===== config.mk =====
export PLATFORM = sky130hd
export DESIGN_NAME = wb_stage
export DESIGN_NICKNAME = d
export VERILOG_FILES = /design/src/rtl/wb_stage_pkg.sv /design/src/rtl/wb_stage_load_align.sv /design/src/rtl/wb_stage.sv
export SDC_FILE = /design/constraint.sdc
export NUM_CORES = 1
export LEC_CHECK = 0
export CORE_MARGIN = 5
export CORE_UTILIZATION = 45
export CTS_CLUSTER_DIAMETER = 50
export CTS_CLUSTER_SIZE = 12
export DETAILED_ROUTE_END_ITERATION = 8
export DONT_BUFFER_PORTS = 1
export GPL_ROUTABILITY_DRIVEN = 0
export PLACE_DENSITY = 0.64
export SYNTH_ARGS = -nofsm -noshare
export SYNTH_HDL_FRONTEND = slang
export SYNTH_SLANG_ARGS = --single-unit

===== constraint.sdc =====
create_clock -name clk -period 3.6 [get_ports clk]
set_clock_uncertainty 0.15 [all_clocks]
set_input_delay 0.36 -clock clk [delete_from_list [all_inputs] [get_ports clk]]
set_output_delay 0.36 -clock clk [all_outputs]
set_load 0.02 [all_outputs]

===== src/rtl/wb_stage_pkg.sv =====
// Shared widths, load-select bit indices and exception-segment layout for the WB stage.
package wb_stage_pkg;
   localparam int LOAD_SEL    = 7;
   localparam int LOAD_LB     = 0;
   localparam int LOAD_LBU    = 1;
   localparam int LOAD_LH     = 2;
   localparam int LOAD_LHU    = 3;
   localparam int LOAD_LW_BIT = 4;
   localparam int LOAD_LWL    = 5;
   localparam int LOAD_LWR    = 6;

   localparam int EXCEP_SEG   = 5;
   localparam int EXCEP_WB    = 4;
   localparam int GPR_NUM     = 5;

   typedef logic [LOAD_SEL-1:0] load_sel_t;

   localparam load_sel_t SEL_LB  = load_sel_t'(1 << LOAD_LB);
   localparam load_sel_t SEL_LBU = load_sel_t'(1 << LOAD_LBU);
   localparam load_sel_t SEL_LH  = load_sel_t'(1 << LOAD_LH);
   localparam load_sel_t SEL_LHU = load_sel_t'(1 << LOAD_LHU);
   localparam load_sel_t SEL_LW  = load_sel_t'(1 << LOAD_LW_BIT);
   localparam load_sel_t SEL_LWL = load_sel_t'(1 << LOAD_LWL);
   localparam load_sel_t SEL_LWR = load_sel_t'(1 << LOAD_LWR);
endpackage


===== src/rtl/wb_stage_load_align.sv =====
// Combinational load extraction: byte/half extension and LWL/LWR merge with the old rt value.
module wb_stage_load_align
   import wb_stage_pkg::*;
(
   input  logic [LOAD_SEL-1:0] load_sel,
   input  logic [1:0]          align,
   input  logic [31:0]         rdata,
   input  logic [31:0]         rt_data,
   output logic [31:0]         result
);

   logic [7:0]  byte_lane;
   logic [15:0] half_lane;

   always_comb begin
      case (align)
         2'd0:    byte_lane = rdata[7:0];
         2'd1:    byte_lane = rdata[15:8];
         2'd2:    byte_lane = rdata[23:16];
         default: byte_lane = rdata[31:24];
      endcase
      half_lane = align[1] ? rdata[31:16] : rdata[15:0];

      // Illegal (zero or multi-hot) selects fall through to the raw word.
      result = rdata;
      case (load_sel)
         SEL_LB:  result = {{24{byte_lane[7]}}, byte_lane};
         SEL_LBU: result = {24'h0, byte_lane};
         SEL_LH:  result = {{16{half_lane[15]}}, half_lane};
         SEL_LHU: result = {16'h0, half_lane};
         SEL_LW:  result = rdata;
         SEL_LWL: begin
            case (align)
               2'd0:    result = {rdata[7:0],  rt_data[23:0]};
               2'd1:    result = {rdata[15:0], rt_data[15:0]};
               2'd2:    result = {rdata[23:0], rt_data[7:0]};
               default: result = rdata;
            endcase
         end
         SEL_LWR: begin
            case (align)
               2'd0:    result = rdata;
               2'd1:    result = {rt_data[31:24], rdata[31:8]};
               2'd2:    result = {rt_data[31:16], rdata[31:16]};
               default: result = {rt_data[31:8],  rdata[31:24]};
            endcase
         end
         default: result = rdata;
      endcase
   end

endmodule


===== src/rtl/wb_stage.sv =====
// Write-back stage: latches MEM results, aligns loads, drives the GPR write port and WB forwarding.
// Optional trace outputs enabled by defining WB_DEBUG_TRACE_EN.
module wb_stage
   import wb_stage_pkg::*;
(
   input  logic                 clk,
   input  logic                 rst,
   input  logic                 MEM_valid_w_i,
   input  logic                 REEXE_okToChange_w_i,
   input  logic                 CP0_excOccur_w_i,
   input  logic [EXCEP_SEG-1:0] CP0_exceptSeg_w_i,
   input  logic [31:0]          data_rdata,
   input  logic [GPR_NUM-1:0]   MEM_writeNum_i,
   input  logic [31:0]          MEM_finalRes_i,
   input  logic [LOAD_SEL-1:0]  MEM_loadSel_i,
   input  logic                 MEM_memReq_i,
   input  logic [1:0]           MEM_alignCheck_i,
   input  logic [31:0]          MEM_rtData_i,
   input  logic [31:0]          MEM_VAddr_i,
   input  logic                 MEM_isDangerous_i,
   input  logic                 MEM_exceptionRisk_i,
   output logic                 WB_allowin_w_o,
   output logic                 WB_hasRisk_w_o,
   output logic                 WB_hasDangerous_w_o,
   output logic                 WB_forwardMode_w_o,
   output logic [GPR_NUM-1:0]   WB_writeNum_w_o,
   output logic [31:0]          WB_forwardData_w_o,
   output logic                 WB_writeEn_o,
   output logic [GPR_NUM-1:0]   WB_writeNum_o,
   output logic [31:0]          WB_writeData_o,
   output logic [31:0]          debug_wb_pc,
   output logic [3:0]           debug_wb_rf_wen,
   output logic [4:0]           debug_wb_rf_wnum,
   output logic [31:0]          debug_wb_rf_wdata
);

   logic                has_data;
   logic                committed;
   logic                mem_req_r;
   logic                risk_r;
   logic                dangerous_r;
   logic [GPR_NUM-1:0]  write_num_r;
   logic [31:0]         final_res_r;
   logic [31:0]         rdata_r;
   logic [31:0]         rt_data_r;
   logic [LOAD_SEL-1:0] load_sel_r;
   logic [1:0]          align_r;
   logic [31:0]         load_result;
   logic [31:0]         write_data;
   logic                need_flush;
   logic                need_update;
   logic                unused_seg;

   assign unused_seg  = ^CP0_exceptSeg_w_i;
   assign need_flush  = CP0_exceptSeg_w_i[EXCEP_WB] & CP0_excOccur_w_i;
   assign need_update = REEXE_okToChange_w_i & MEM_valid_w_i;

   always_ff @(posedge clk or negedge rst) begin
      if (!rst) begin
         has_data    <= 1'b0;
         committed   <= 1'b0;
         mem_req_r   <= 1'b0;
         risk_r      <= 1'b0;
         dangerous_r <= 1'b0;
         write_num_r <= '0;
         final_res_r <= '0;
         rdata_r     <= '0;
         rt_data_r   <= '0;
         load_sel_r  <= '0;
         align_r     <= '0;
      end else begin
         if (need_flush || (REEXE_okToChange_w_i && !MEM_valid_w_i))
            has_data <= 1'b0;
         else if (need_update)
            has_data <= 1'b1;

         if (need_update) begin
            committed   <= 1'b0;
            mem_req_r   <= MEM_memReq_i;
            risk_r      <= MEM_exceptionRisk_i;
            dangerous_r <= MEM_isDangerous_i;
            write_num_r <= MEM_writeNum_i;
            final_res_r <= MEM_finalRes_i;
            rt_data_r   <= MEM_rtData_i;
            load_sel_r  <= MEM_loadSel_i;
            align_r     <= MEM_alignCheck_i;
            if (MEM_memReq_i)
               rdata_r <= data_rdata;
         end else if (WB_writeEn_o) begin
            committed <= 1'b1;
         end
      end
   end

   wb_stage_load_align u_load_align (
      .load_sel (load_sel_r),
      .align    (align_r),
      .rdata    (rdata_r),
      .rt_data  (rt_data_r),
      .result   (load_result)
   );

   assign write_data = mem_req_r ? load_result : final_res_r;

   assign WB_allowin_w_o      = REEXE_okToChange_w_i;
   assign WB_hasRisk_w_o      = risk_r & has_data;
   assign WB_hasDangerous_w_o = dangerous_r & has_data;
   assign WB_forwardMode_w_o  = has_data;
   assign WB_writeNum_w_o     = write_num_r;
   assign WB_forwardData_w_o  = write_data;
   // A held instruction may see several enabled cycles; committed limits it to one write.
   assign WB_writeEn_o        = has_data & (|write_num_r) & ~need_flush
                              & REEXE_okToChange_w_i & ~committed;
   assign WB_writeNum_o       = write_num_r;
   assign WB_writeData_o      = write_data;

`ifdef WB_DEBUG_TRACE_EN
   logic [31:0] pc_r;

   always_ff @(posedge clk or negedge rst) begin
      if (!rst)
         pc_r <= '0;
      else if (need_update)
         pc_r <= MEM_VAddr_i;
   end

   assign debug_wb_pc       = pc_r;
   assign debug_wb_rf_wen   = {4{WB_writeEn_o}};
   assign debug_wb_rf_wnum  = write_num_r;
   assign debug_wb_rf_wdata = write_data;
`else
   logic unused_vaddr;

   assign unused_vaddr      = ^MEM_VAddr_i;
   assign debug_wb_pc       = '0;
   assign debug_wb_rf_wen   = '0;
   assign debug_wb_rf_wnum  = '0;
   assign debug_wb_rf_wdata = '0;
`endif

endmodule

**Yosys cells after proc, flatten, opt, wreduce, memory -nomap -nowiden**

Cells that the tools add are included.

- Register bits after elaboration: 115
- Output and inout port bits: 152
- Word-level logic and storage cells: 47

- Eq/ne operators: 8
- Bitwise operators: 10
- Multiplexer cells: 10
- Reductions and logical operators: 8

Operators with widths:

| operator | count |
|---|---|
| $pmux W32 S3 | 2 |
| $pmux W32 S6 | 1 |
| $mux W32 | 1 |
| $pmux W8 S3 | 1 |
| $mux W16 | 1 |
| $and A1 B1 Y1 | 8 |
| $eq A7 B1 Y1 const B | 1 |
| $eq A7 B2 Y1 const B | 1 |
| $eq A7 B3 Y1 const B | 1 |
| $eq A7 B4 Y1 const B | 1 |
| $eq A7 B6 Y1 const B | 1 |
| $eq A7 B7 Y1 const B | 1 |
| $reduce_or A5 Y1 | 1 |
| $mux W1 | 4 |
| $reduce_bool A2 Y1 | 2 |
| $eq A2 B1 Y1 const B | 1 |
| $eq A2 B2 Y1 const B | 1 |
| $logic_not A2 Y1 | 1 |
| $not A1 Y1 | 2 |
| $reduce_and A2 Y1 | 1 |
| $logic_and A1 B1 Y1 | 1 |
| $logic_not A1 Y1 | 1 |
| $logic_or A1 B1 Y1 | 1 |

**Longest topological paths before layout**

Gate-level depths: netlist (run 1).

- Depth after elaboration: 7
- Depth in mapped cells: 9

**Cells and area by module**

A second synthesis (run 1) with hierarchy kept.

- Cell total of the unflattened synthesis: 701
- Area total of the unflattened synthesis: 7,872.6 µm²

By module, submodules not included:

| module | instances | cells each | area each (µm²) | sequential area each (µm²) |
|---|---|---|---|---|
| wb_stage | 1 | 403 | 5,756.8 | 2,877.8 |
| wb_stage_load_align | 1 | 298 | 2,115.8 | 0.0 |

**Least setup slack after synthesis (run 1)**

No wires, ideal clock.

- Path kind: register to output
- Start point: reg load_sel_r[1]
- End point: out WB_writeData_o[10]
- Setup slack: 617 ps
- Stages on the path, launching flop included: 9
- Data arrival time: 2,473 ps
- Cells stage by stage: dfrtp_1 > buf_6 > or4_4 > or3_1 > buf_2 > o21ai_0 > a2111oi_0 > o21ai_0 > buf_4

- Word-level cells in the longest chain between the ends: 3
- Elaborated cells between the ends (all ways): 8
- Those cells by class: eq/ne: 6; mux: 2

Ends and longest elaborated chain:

| element | line | text |
|---|---|---|
| start, declared | wb_stage.sv:46 | `logic [LOAD_SEL-1:0] load_sel_r;` |
| start signal, assigned | wb_stage.sv:85 | `load_sel_r <= MEM_loadSel_i;` |
| $eq A7 B7 Y1 (tied with other cells) | wb_stage_load_align.sv:26 | `case (load_sel)` |
| $pmux W32 S6 * | wb_stage_load_align.sv:26 |  |
| $mux W32 * | wb_stage.sv:103 | `assign write_data = mem_req_r ? load_result : final_res_r;` |
| end, declared | wb_stage.sv:30 | `output logic [31:0] WB_writeData_o,` |

Every way passes the cells marked *; elsewhere a longest branch is shown, timed or not.

**Final worst setup path (run 1)**

- Start point: reg align_r[0]
- End point: out WB_writeData_o[21]

- Word-level cells in the longest chain between the ends: 4
- Elaborated cells between the ends (all ways): 8
- Those cells by class: eq/ne: 2; mux: 5; reduce/logical: 1

Ends and longest elaborated chain:

| element | line | text |
|---|---|---|
| start, declared | wb_stage.sv:47 | `logic [1:0] align_r;` |
| start signal, assigned | wb_stage.sv:86 | `align_r <= MEM_alignCheck_i;` |
| $eq A2 B2 Y1 (tied with other cells) | wb_stage_load_align.sv:16, wb_stage_load_align.sv:33, wb_stage_load_align.sv:41 |  |
| $pmux W32 S3 (tied with other cells) | wb_stage_load_align.sv:41 | `case (align)` |
| $pmux W32 S6 * | wb_stage_load_align.sv:26 |  |
| $mux W32 * | wb_stage.sv:103 |  |

Marked as above.

==> impl_metrics.env, run 1 <==
export IMPL_cp_end_kind="primary output"
export IMPL_synthArstFlopShare_pct=100.0
export IMPL_first_pass_iters=5
export IMPL_antenna_found_initial=0
export IMPL_grt_pass1_wl_um=33260
export IMPL_synth_compound_area_share_pct=13.65
export IMPL_num_rows=47
export IMPL_fmax_mhz=289.4
export IMPL_drv_slew=0
export IMPL_use_met2_pct=38.09
export IMPL_clock_latency_ns=0.41
export IMPL_fin_ws_ns=0.1447
export IMPL_outcome="complete, no violations"
export IMPL_stdcell_count=1026
export IMPL_wl_per_cell_um=20.90
export IMPL_slowest_stage="dfrtp_2"
export IMPL_crit_type="reg -> out"
export IMPL_hpwl_um=15070
export IMPL_tightest_slew_ns=0.7724
export IMPL_r2r_start="WB_writeNum_o[3]"
export IMPL_cts_buffers=17
export IMPL_via_count=5903
export IMPL_r2r_cells=3
export IMPL_synthSimpleGateAreaFrac_pct=6.575
export IMPL_required_ns=3.09
export IMPL_max_slew_margin_rel_pct=48.40
export IMPL_finalWirelength_um=21440
export IMPL_whs_ns=0.01929
export IMPL_synth_area_um2=7536
export IMPL_use_met3_pct=5.009
export IMPL_grt_total_usage_pct=21.44
export IMPL_overflow=0
export IMPL_yosys_area_top_type="dfrtp_1"
export IMPL_vias_per_cell=5.753
export IMPL_ys_flop_type="dfrtp_1"
export IMPL_met1_usage_pct=25.73
export IMPL_antenna_cells=0
export IMPL_die_height_um=139.4
export IMPL_area_growth_pct=23.09
export IMPL_synth_most_common_cell="mux2_2"
export IMPL_drive_above_1_share_pct=26.18
export IMPL_p_leak_nw=3.850
export IMPL_cp_arrival_ns=2.95
export IMPL_ys_seq_area_share_pct=38.19
export IMPL_root_buffer="clkbuf_16"
export IMPL_grt_pass1_vias=6144
export IMPL_report_final_setup_viol=0
export IMPL_r2r_slack_ns=1.81
export IMPL_syn_area_per_cell_um2=10.63
export IMPL_drc=0
export IMPL_hp_class="in -> reg"
export IMPL_final_util_pct=56.14
export IMPL_crit_start="align_r[0]"
export IMPL_clock_sinks=115
export IMPL_core_area_um2=16520
export IMPL_drv_cap=0
export IMPL_yosys_area_share_xor_xnor_pct=0.2324
export IMPL_die_width_um=139.4
export IMPL_ioPinCount=307
export IMPL_r2r_end="committed"
export IMPL_grt_most_used_layer="met2"
export IMPL_initial_core_util_pct=45.60
export IMPL_rsz0062_at_grt="no"
export IMPL_slowest_delay_ns=0.61
export IMPL_dp_slack_ns=0.5692
export IMPL_setup_tns_ns=0
export IMPL_cts_buffer_depth=2
export IMPL_ir_worst_vdd_mv=0.2987
export IMPL_finalHoldViolCount=0
export IMPL_ys_types=44
export IMPL_synth_enable_flop_cells=0
export IMPL_finalCritPeriodShare_pct=95.98
export IMPL_netlist_instances=709
export IMPL_portBuffers=0
export IMPL_synth_area_leaders="dfrtp_1 38%, mux2_2 18%, buf_4 11%, mux2i_1 6.4%, o21ai_0 3.0%"
export IMPL_path_cells="mux4_2, and3_1, a31oi_4, a21oi_1, a221o_1, buf_12"
export IMPL_first_iter_violations=415
export IMPL_synth_fa_ha_area_share_pct=0
export IMPL_clk_pin_slew_worst_paths_ns=0.05
export IMPL_period_minus_slack_ns=3.455
export IMPL_ys_top_cells_by_count="118 x mux2_2, 115 x dfrtp_1, 112 x buf_4"
export IMPL_synth_top_area_share_pct=38.19
export IMPL_muxShareOfSynthArea_pct=26.40
export IMPL_path_max_fanout=22
export IMPL_dp_cells=880
export IMPL_finalNetCount=950
export IMPL_synth_warnings=0
export IMPL_cts_tree="done"
export IMPL_power_density_nw_per_um2=537.8
export IMPL_grt_max_degree=116
export IMPL_synth_top_family_by_area="multiplexers"
export IMPL_die_area_um2=19440
export IMPL_ant_nets=0
export IMPL_endpoint="WB_writeData_o[21]"
export IMPL_startpoint_type="flop"
export IMPL_htree_levels=4
export IMPL_ys_seq_elements=115
-- area by class of cell --
class,count,area [um^2]
tap,220,275.3
fill,1388,7248
timing repair buffer,158,1744
multi-input combinational,498,3820
sequential,115,2880
inverter,5,18.77
clock inverter,5,52.55
clock buffer,25,485.5
-- cells in the final DEF, fill, tap and decap left out, types with 7 or more instances in the layout --
master,Yosys,layout
a211oi_1,16,16
a221o_1,17,17
nor2_1,19,19
or3b_2,9,9
nand4_1,7,7
o21ai_1,6,8
o21ai_0,45,43
mux2i_1,48,48
clkbuf_16,0,17
dlygate4sd3_1,0,115
dfrtp_1,115,113
a21oi_1,25,25
buf_12,0,20
mux4_2,8,8
o22ai_1,31,31
buf_4,112,22
mux2_2,118,118
nor2b_1,10,10
conb_1,1,73
nand2_1,31,31
-- worst min path at each step --
stage                    startpoint            endpoint  slack [ns]  cells after the start
5_1_grt        REEXE_okToChange_w_i  WB_forwardMode_w_o       0.002                      2
6_report       REEXE_okToChange_w_i           committed        0.02                      2
3_3_place_gp                    rst          rdata_r[7]       -0.08                      0
4_1_cts        REEXE_okToChange_w_i           committed       0.005                      2
2_1_floorplan                   rst  WB_forwardMode_w_o       -0.09                      0
3_5_place_dp                    rst          rdata_r[7]       -0.08                      0
-- what timing repair did --
action,in CTS,in global routing
hold endpoints to repair,228,0
endpoints found under the setup margin,0,2
gates resized for setup,0,1
setup buffers,0,0
hold buffers,116,0
-- where the power goes --
part / switching (mW) / internal (mW)
sequential: 0.277 / 1.50
combinational: 0.884 / 0.779
clock: 0.558 / 0.990
-- cell families (layout without fill, tap and decap cells) --
kind of cell,Yosys count,in the layout
flops,115,115
buf+inv,168,193
xor+xnor,2,2
mux,174,174
compound gates,155,155
simple gates,94,94
other cells,1,73
-- critical path: cells and delay by family (launching register included) --
kind | cells | cell delay (ns)
AOI/OAI and AO/OA | 3 | 1.00
DFF | 1 | 0.61
muxes | 1 | 0.42
and+or+nand+nor | 1 | 0.32
buffers and inverters | 1 | 0.16
-- flip-flops by register name (all words and copies together) (netlist names) --
signal and cells:
rdata_r 32, mem_req_r 1, align_r 2, risk_r 1, dangerous_r 1, WB_writeNum_o 5
load_sel_r 7, committed 1, WB_forwardMode_w_o 1, rt_data_r 32, final_res_r 32
-- layer usage --
layer | part of all wire [%] | routed length, um | vias to the layer above
li1 | - | - | 2598
met3 | 7.4 | 1584 | 40
met1 | 39 | 8292 | 2945
met4 | 2.0 | 424 | 0
met2 | 52 | 11140 | 320
met5 | 0 | 0 | -
-- metrics by stage --
| step | cell area (um^2) | power [mW] |
|---|---|---|
| after global placement | 7555 | 3.261 |
| final | 9276 | 4.989 |
| after detailed placement | 7555 | 3.305 |
| after global routing | 9276 | 5.199 |
| after floorplan | 7806 | 2.970 |
| after CTS | 9271 | 4.997 |
Power figures use the tool's default switching activity.
==> run 2: changes to the inputs <==
Settings changed: CTS_CLUSTER_SIZE 12 to 10.
==> results of run 2 <==
No change in the layout: final DEF, timing and power equal those of run 1.
==> run 3: changes to the inputs <==
Settings changed: SYNTH_HIERARCHICAL set to 1.
==> run 3 against run 2 <==
Effect of this change:
- first-iteration DRC count increased by 40%
- clock-buffer cell count down 3
- power grew 3.8%
==> impl_metrics.env, run 3 <==
export IMPL_outcome="complete, no violations"
export IMPL_ir_worst_vdd_mv=0.5039
export IMPL_netlist_instances=701
export IMPL_wl_per_cell_um=22.21
export IMPL_drv_slew=0
export IMPL_rsz0062_at_grt="no"
export IMPL_clk_pin_slew_worst_paths_ns=0.05
export IMPL_finalCritPeriodShare_pct=95.22
export IMPL_first_pass_iters=5
export IMPL_synth_top_area_share_pct=36.55
export IMPL_cp_arrival_ns=2.92
export IMPL_final_common_cell="dlygate4sd3_1"
export IMPL_drv_cap=0
export IMPL_portBuffers=0
export IMPL_synth_area_um2=7873
export IMPL_grt_pass1_wl_um=33170
export IMPL_die_width_um=142.3
export IMPL_max_slew_margin_rel_pct=33.97
export IMPL_seq_area_um2=2880
export IMPL_clock_sinks=115
export IMPL_finalWirelength_um=22370
export IMPL_p_leak_nw=4.170
export IMPL_antenna_found_initial=3
export IMPL_die_height_um=142.3
export IMPL_overflow=0
export IMPL_report_final_setup_viol=0
export IMPL_hpwl_um=15490
export IMPL_fmax_mhz=291.7
export IMPL_path_max_fanout=16
export IMPL_cts_setup_buffers=0
export IMPL_fin_ws_ns=0.1722
export IMPL_yosys_area_top_type="dfrtp_1"
export IMPL_startpoint_type="flop"
export IMPL_combPwrFrac_pct=32.7
export IMPL_cts_tree="done"
export IMPL_period_minus_slack_ns=3.428
export IMPL_tightest_slew_ns=0.9905
export IMPL_initial_core_util_pct=45.67
export IMPL_finalNetCount=923
export IMPL_area_growth_pct=17.51
export IMPL_clock_latency_ns=0.41
export IMPL_ioPinCount=307
export IMPL_largest_registers="final_res_r (32), rdata_r (32), rt_data_r (32)"
export IMPL_seq_power_share_pct=34.7
export IMPL_ys_top_cells_by_count="115 x dfrtp_1, 112 x buf_4, 112 x mux2_2"
export IMPL_hp_class="in -> reg"
export IMPL_first_iter_violations=582
export IMPL_dp_slack_ns=0.5177
export IMPL_htree_levels=4
export IMPL_placed_cell_area_um2=7476
export IMPL_power_density_nw_per_um2=560.0
export IMPL_ys_types=45
export IMPL_crit_type="reg -> out"
export IMPL_grt_max_degree=116
export IMPL_drive_above_1_share_pct=28.94
export IMPL_root_buffer="clkbuf_16"
export IMPL_synth_warnings=6
export IMPL_ys_flop_type="dfrtp_1"
export IMPL_synth_enable_flop_cells=0
export IMPL_via_count=5672
export IMPL_grt_total_usage_pct=21.34
export IMPL_synth_most_common_cell="dfrtp_1"
export IMPL_core_area_um2=17240
export IMPL_ys_seq_area_share_pct=36.55
export IMPL_synth_area_leaders="dfrtp_1 37%, mux2_2 16%, buf_4 11%, mux2_4 11%, mux2i_1 8.5%"
export IMPL_dp_cells=859
export IMPL_syn_area_per_cell_um2=11.23
export IMPL_setup_tns_ns=0
export IMPL_vias_per_cell=5.633
export IMPL_power_frac_clock_pct=32.7
export IMPL_synthArstFlopShare_pct=100.0
export IMPL_required_ns=3.09
export IMPL_stdcell_count=1007
export IMPL_p_switching_mw=1.853
export IMPL_finalHoldViolCount=0
export IMPL_cts_buffers=17
export IMPL_multi_input_area_um2=4203
export IMPL_ant_nets=0
export IMPL_fin_area_um2=9251
export IMPL_p_sw_share_pct=35.78
export IMPL_num_rows=48
export IMPL_ys_seq_elements=115
export IMPL_die_area_um2=20240
export IMPL_most_common_layout_cells="114 x dlygate4sd3_1, 113 x dfrtp_1, 112 x mux2_2"
export IMPL_fill_cells=1496
export IMPL_drc=0
export IMPL_grt_pass1_vias=5804
export IMPL_cp_end_kind="primary output"
export IMPL_cts_buffer_depth=2
export IMPL_internal_power_mw=3.327
## run 3: changes by cell type in the layout (fill, tap and decap cells not counted), sizes merged, moves of 10 or more
cell	delta
mux2	+50
buf	-27
nor2	+29
o22ai	-11
mux2i	+19
nand2	-10
o21ai	-19
a211oi	-16
## run 3: worst max-delay path: stages (launching register included)
cell and delay [ns]:
dfrtp_1 0.46, nor4_4 0.41, o211ai_4 0.21, a21bo_1 0.61, nor2_1 0.08, a21oi_1 0.34, mux2_2 0.39
## run 3: path summary, 6_finish.rpt
check | cells past startpoint | from | endpoint | slack [ns]
min in group asynchronous | 2 | rst | rt_data_r[16] | 0.44
max in group asynchronous | 2 | rst | align_r[0] | 2.43
min reg2reg | 1 | final_res_r[19] | final_res_r[19] | 0.35
max | 6 | load_sel_r[5] | WB_forwardData_w_o[16] | 0.17
max reg2reg | 3 | WB_writeNum_o[0] | committed | 1.96
min | 2 | CP0_excOccur_w_i | WB_forwardMode_w_o | 0.05
## run 3: layer usage
metal | vias to the layer above | wire length (um) | GRT usage [%]
li1 | 2477 | - | -
met1 | 2772 | 8866 | 27.11
met2 | 365 | 10780 | 35.35
met3 | 52 | 2219 | 6.552
met4 | 6 | 463 | 5.859
met5 | - | 34 | 0
## run 3: cell families after synthesis
family	count (synthesis)	synth area share, %
muxes	236	35.51
buffers and inverters	155	13.81
DFF	115	36.55
AOI/OAI and AO/OA	104	8.614
and+or+nand+nor	88	5.245
xor gates and xnor gates	2	0.2225
other	1	0.04763
## run 3: repair_timing
action / in CTS / in global routing
setup endpoints to repair: 0 / 30
hold buffers: 115 / 0
gates resized for setup: 0 / 2
hold endpoints to repair: 229 / 0
## run 3: layout make-up
cell class	count	share of cell area, %
clock inverter	10	1.434
inverter	1	0.04057
timing repair buffer	130	13.98
multi-input combinational	503	45.43
clock buffer	22	4.909
sequential	115	31.13
tap	225	3.043
antenna	1	0.02705
## run 3: power groups by stage
stage	sequential, mW	clock (mW)	combinational [mW]
global placement	1.79	0	1.49
finish	1.80	1.69	1.69
detailed placement	1.80	0	1.52
CTS	1.78	1.73	1.67
floorplan	1.67	0	1.51
global route	1.82	1.80	1.80
## run 3: stage by stage
stage,power (mW),util (%),hold slack (ns)
after floorplan,3.182,-,-0.08559
after global placement,3.279,43.37,-0.07837
after detailed placement,3.327,43.37,-0.07771
after CTS,5.180,53.56,0.02908
after global routing,5.417,53.66,0.04473
final,5.181,53.67,0.05161
